[src/rtl/alu_exec_stage.sv]
// alu_exec_stage: registered RV32 execute stage with serial shifter and valid/ready handshake
module alu_exec_stage #(
  parameter int XLEN = 32,
  parameter int TAG_W = 5
) (
  input  logic             clk,
  input  logic             rst_n,
  input  logic             flush,
  input  logic             in_valid,
  output logic             in_ready,
  input  logic [3:0]       alu_control,
  input  logic [XLEN-1:0]  src_a,
  input  logic [XLEN-1:0]  src_b,
  input  logic [TAG_W-1:0] in_tag,
  output logic             out_valid,
  input  logic             out_ready,
  output logic [XLEN-1:0]  result,
  output logic             zero,
  output logic             illegal,
  output logic [TAG_W-1:0] out_tag,
  output logic             busy
);
  localparam int SW = $clog2(XLEN);
  typedef enum logic [1:0] {IDLE, SHIFT, DONE} state_t;
  state_t state, state_nx;
  logic [SW-1:0] cnt, shamt;
  logic [1:0] kind;
  logic accept, is_shift, ill;
  logic [XLEN-1:0] alu_res, ld, shifted, uimm;
  always_comb begin
    uimm = XLEN'({src_b[19:0], 12'b0});
    shamt = src_b[SW-1:0];
    is_shift = alu_control inside {4'b1010, 4'b1011, 4'b1100};
    ill = alu_control inside {4'b0111, 4'b1101, 4'b1110, 4'b1111};
    case (alu_control)
      4'b0000: alu_res = src_a + src_b;
      4'b0001: alu_res = src_a - src_b;
      4'b0010: alu_res = src_a & src_b;
      4'b0011: alu_res = src_a | src_b;
      4'b0100: alu_res = src_a ^ src_b;
      4'b0101: alu_res = XLEN'($signed(src_a) < $signed(src_b));
      4'b0110: alu_res = XLEN'(src_a < src_b);
      4'b1000: alu_res = src_a + uimm;
      4'b1001: alu_res = uimm;
      default: alu_res = '0;
    endcase
    ld = is_shift ? src_a : alu_res;
    shifted = kind == 2'b10 ? result << 1 :
              kind == 2'b11 ? {result[XLEN-1], result[XLEN-1:1]} : result >> 1;
    in_ready = !flush && (state == IDLE || (state == DONE && out_ready));
    accept = in_valid && in_ready;
    state_nx = flush ? IDLE :
               accept ? ((is_shift && shamt != '0) ? SHIFT : DONE) :
               (state == DONE && out_ready) ? IDLE :
               (state == SHIFT && cnt == SW'(1)) ? DONE : state;
    out_valid = state == DONE;
    busy = state != IDLE;
  end
  // the result register doubles as the shifter's working register
  always_ff @(posedge clk or negedge rst_n) begin
    if (!rst_n) begin
      state <= IDLE;
      result <= '0;
      zero <= 1'b0;
      illegal <= 1'b0;
      out_tag <= '0;
      cnt <= '0;
      kind <= '0;
    end else begin
      state <= state_nx;
      if (accept) begin
        result <= ld;
        zero <= ld == '0;
        illegal <= ill;
        out_tag <= in_tag;
        cnt <= shamt;
        kind <= alu_control[1:0];
      end else if (state == SHIFT && !flush) begin
        result <= shifted;
        zero <= shifted == '0;
        cnt <= cnt - 1'b1;
      end
    end
  end
endmodule

[config.mk]
export PLATFORM = sky130hd
export DESIGN_NAME = alu_exec_stage
export DESIGN_NICKNAME = d
export VERILOG_FILES = /design/src/rtl/alu_exec_stage.sv
export SDC_FILE = /design/constraint.sdc
export NUM_CORES = 1
export LEC_CHECK = 0
export ABC_AREA = 1
export ABC_CLOCK_PERIOD_IN_PS = 4140
export CAP_MARGIN = 20
export CORE_MARGIN = 5
export CORE_UTILIZATION = 40
export CTS_BUF_LIST = sky130_fd_sc_hd__clkbuf_4 sky130_fd_sc_hd__clkbuf_8
export DETAILED_ROUTE_END_ITERATION = 12
export GPL_TIMING_DRIVEN = 0
export PLACE_DENSITY = 0.62
export SYNTH_ARGS = -nofsm -noshare
export SYNTH_HDL_FRONTEND = slang
export SYNTH_SLANG_ARGS = --single-unit
[constraint.sdc]
create_clock -name clk -period 4.14 [get_ports clk]
set_clock_uncertainty 0.2 [all_clocks]
set_input_delay 0.414 -clock clk [delete_from_list [all_inputs] [get_ports clk]]
set_output_delay 0.414 -clock clk [all_outputs]
set_load 0.01 [all_outputs]
==> impl_metrics.ini <==
[outcome]
status = complete, no violations

[placement]
hpwl_um = 44220
io_buffers = 119
pre_cts_ws_ps = -662.5
gp_congestion = 0.9883

[layout]
fillers = 3041
layout-drive-gt1-share = 0.04651
final_nets = 2304
syn2layout_area_growth_pct = 16.45
diodes = 0

[drt]
drt-pass1-iter-count = 6
vias = 13740
post_drt_via_cell_ratio = 5.613
wl_um = 52250
drc = 0
final_antenna_net_count = 0
drt_first_iter_violations = 1471
routedWlPerCell_um = 21.34

[floorplanning]
die_h_um = 174.2
dieArea_sq_um = 30330
ios = 120
die_w_um = 174.2
start_util = 0.4033
rows = 60
core_area_sq_um = 26730

[synth]
synth-simple-area-share = 0.4500
synth-xor-area-share = 0.004063
synth_top_family_by_area = simple AND/OR/NAND/NOR gates
syn_area_per_cell_sq_um = 5.452
synth_edf_count = 0
synthAdderAreaFrac = 0.1414
ys_warn_count = 0
yosysUniqueCellTypes = 50
synth-seq-area-share = 0.1114
syn_inst = 1977
syn_area_sq_um = 10780
syn-num-nets = 2175
async_reset_ff_frac = 1.000
synth_mux_area_frac = 0
synth-seq-cells = 48
synth_top_flop_cell = dfrtp_1
synth_compound_area_frac = 0.1456

[cts]
cts_sinks = 48
cts_buffers = 5
root_buffer = clkbuf_8
htreeDepth = 2
path_clk_slew_ps = 90
cts_tree = built
clk_latency_ps = 320
cts.path.max_buffers = 2

[sta]
rsz0062_at_grt = no
fmax_mhz = 246.5
worst_slack_ps = 83.43
finalHoldViolations = 0
max-slew-margin-rel = 0.4309
fin_crit_ps = 4057
drv_slew = 0
finalSetupViolCount = 0
tightest_slew_ps = 842.9
finalCritPeriodShare = 0.9798

[worst_setup_path]
arrival_ps = 4110
worstPathMaxFanout = 8
setup.worst_path.end_class = register
start_kind = input port
critical_path_class = in -> reg
crit_required_ps = 4190

[power_and_ir_drop]
p_int_uw = 1463
ir_drop_uv = 131.4
power_density_nw_per_um2 = 241.0
power.leakage_uw = 0.006575
switching_power_uw = 1562
pwr-share-comb = 0.665
clkPwrFrac = 0.105
power_uw = 3025
switching_share = 0.5163
seqPwrFrac = 0.230

[global_route]
grt_usage = 0.3297
overflow = 0
grt_max_degree = 38
grt_pass1_vias = 12870
antenna_found_initial = 1
grt_pass1_wl_um = 77390

[job]
drv_cap = 0

[hold_path]
hold_path.class = reg -> reg
## placed cells by master, fill, tap and decap left out, drive strengths merged, types with 45 or more instances in the layout
| cell type | synthesis | final |
|---|---|---|
| ha | 117 | 117 |
| nor2 | 242 | 242 |
| nand3 | 198 | 198 |
| dfrtp | 48 | 48 |
| nand2 | 620 | 620 |
| buf | 42 | 45 |
| o21ai | 84 | 84 |
| inv | 335 | 335 |
| a21oi | 79 | 79 |
| clkdlybuf4s50 | 0 | 116 |
## cells by family (layout without fill, tap and decap cells)
family,Yosys count,after routing
compound gates,260,260
xor+xnor,5,5
fa+ha+maj,120,120
buf+inv,396,526
flops,48,48
simple gates,1148,1148
## sequential cells by signal (all words and copies together) (netlist names)
name and cells:
cnt 5, zero 1, illegal 1, out_tag 5
result 32, kind 2, state 2
## worst max-delay path, cell delays in order
cell,delay [ps]
clkdlybuf4s50_1,740
inv_1,310
ha_1,350
buf_4,180
inv_1,120
nand2_1,100
nand2_1,120
nand2_1,70
nand2_1,70
inv_1,50
nand2_1,70
nand2_1,110
nand2_1,210
nand2_1,80
nand3_1,70
nand4_1,260
nor2_1,170
nand2_1,110
nor2_1,130
nand4_1,90
nor2_1,100
nand2_1,70
a21oi_2,100
## stage by stage
step                cells  instance area [sq um]  hold slack (ps)    util  TNS, ps
floorplan            1977                  10780           -81.59       -        0
global placement     2437                  12400            261.4  0.4639    -1885
detailed placement   2438                  12410            118.3  0.4644    -2121
CTS                  2447                  12520            287.3  0.4684        0
global route         2448                  12550            301.4  0.4697        0
finish               2448                  12550            282.3  0.4697        0
## repair_timing
action | in CTS | in global routing
buffers inserted | 0 | 1
endpoints found under the setup margin | 1 | 1
resized for setup | 4 | 8
hold buffers | 1 | 0
endpoints found under the hold margin | 11 | 0
pin swaps | 0 | 1
## cells in the mapped netlist, drive strengths merged (4+ instances only)
| master | n | share of area |
|---|---|---|
| a211oi | 5 | 0.0035 |
| a21oi | 79 | 0.037 |
| buf | 42 | 0.024 |
| clkbuf | 19 | 0.0068 |
| dfrtp | 48 | 0.11 |
| ha | 117 | 0.14 |
| inv | 335 | 0.12 |
| nand2 | 620 | 0.22 |
| nand3 | 198 | 0.093 |
| nand3b | 12 | 0.0087 |
| nand4 | 44 | 0.026 |
| nor2 | 242 | 0.088 |
| nor3 | 22 | 0.010 |
| nor4 | 4 | 0.0023 |
| o211ai | 13 | 0.0091 |
| o21ai | 84 | 0.039 |
| o21bai | 8 | 0.0056 |
| o221ai | 31 | 0.025 |
| o22ai | 27 | 0.016 |
## final cells by class
cell class	instances	area, sq um	share of cell area
sequential	48	1201	0.09569
clock buffer	8	97.59	0.007775
tap	341	426.7	0.03399
inverter	335	1257	0.1002
multi-input combinational	1533	8013	0.6384
timing repair buffer	122	1224	0.09749
buffer	61	332.8	0.02652
## power groups by stage
stage,Clock [uW],Sequential [uW],Combinational (uW)
3_5_place_dp,0,703,1960
2_1_floorplan,0,722,1120
3_3_place_gp,0,700,1940
4_1_cts,318,694,1970
6_report,317,696,2010
5_1_grt,332,709,2200
## worst paths after layout
kind                            depth (start not counted)                      to  slack [ps]              startpoint
min in group asynchronous                               2      cnt[1]$_DFFE_PN0P_         310                   rst_n
worst max register to register                         11        zero$_DFFE_PN0P_        1100     kind[1]$_DFFE_PN0P_
worst max-delay path                                   23        zero$_DFFE_PN0P_          80                src_b[4]
worst min register to register                          2  out_tag[1]$_DFFE_PN0P_         280  out_tag[1]$_DFFE_PN0P_
max in group asynchronous                               3  result[31]$_DFFE_PN0P_        2930                   rst_n
worst min-delay path                                    2  out_tag[1]$_DFFE_PN0P_         280  out_tag[1]$_DFFE_PN0P_
## metal layers
metal  global-route usage  share of wire  up-vias
met5                    0        0.00027        -
met4              0.09931          0.033        2
met3              0.04611          0.081       91
met2               0.5489           0.45      626
met1               0.4440           0.43     6395
li1                     -              -     6626
Note: power is estimated with default switching activity, not from simulation.
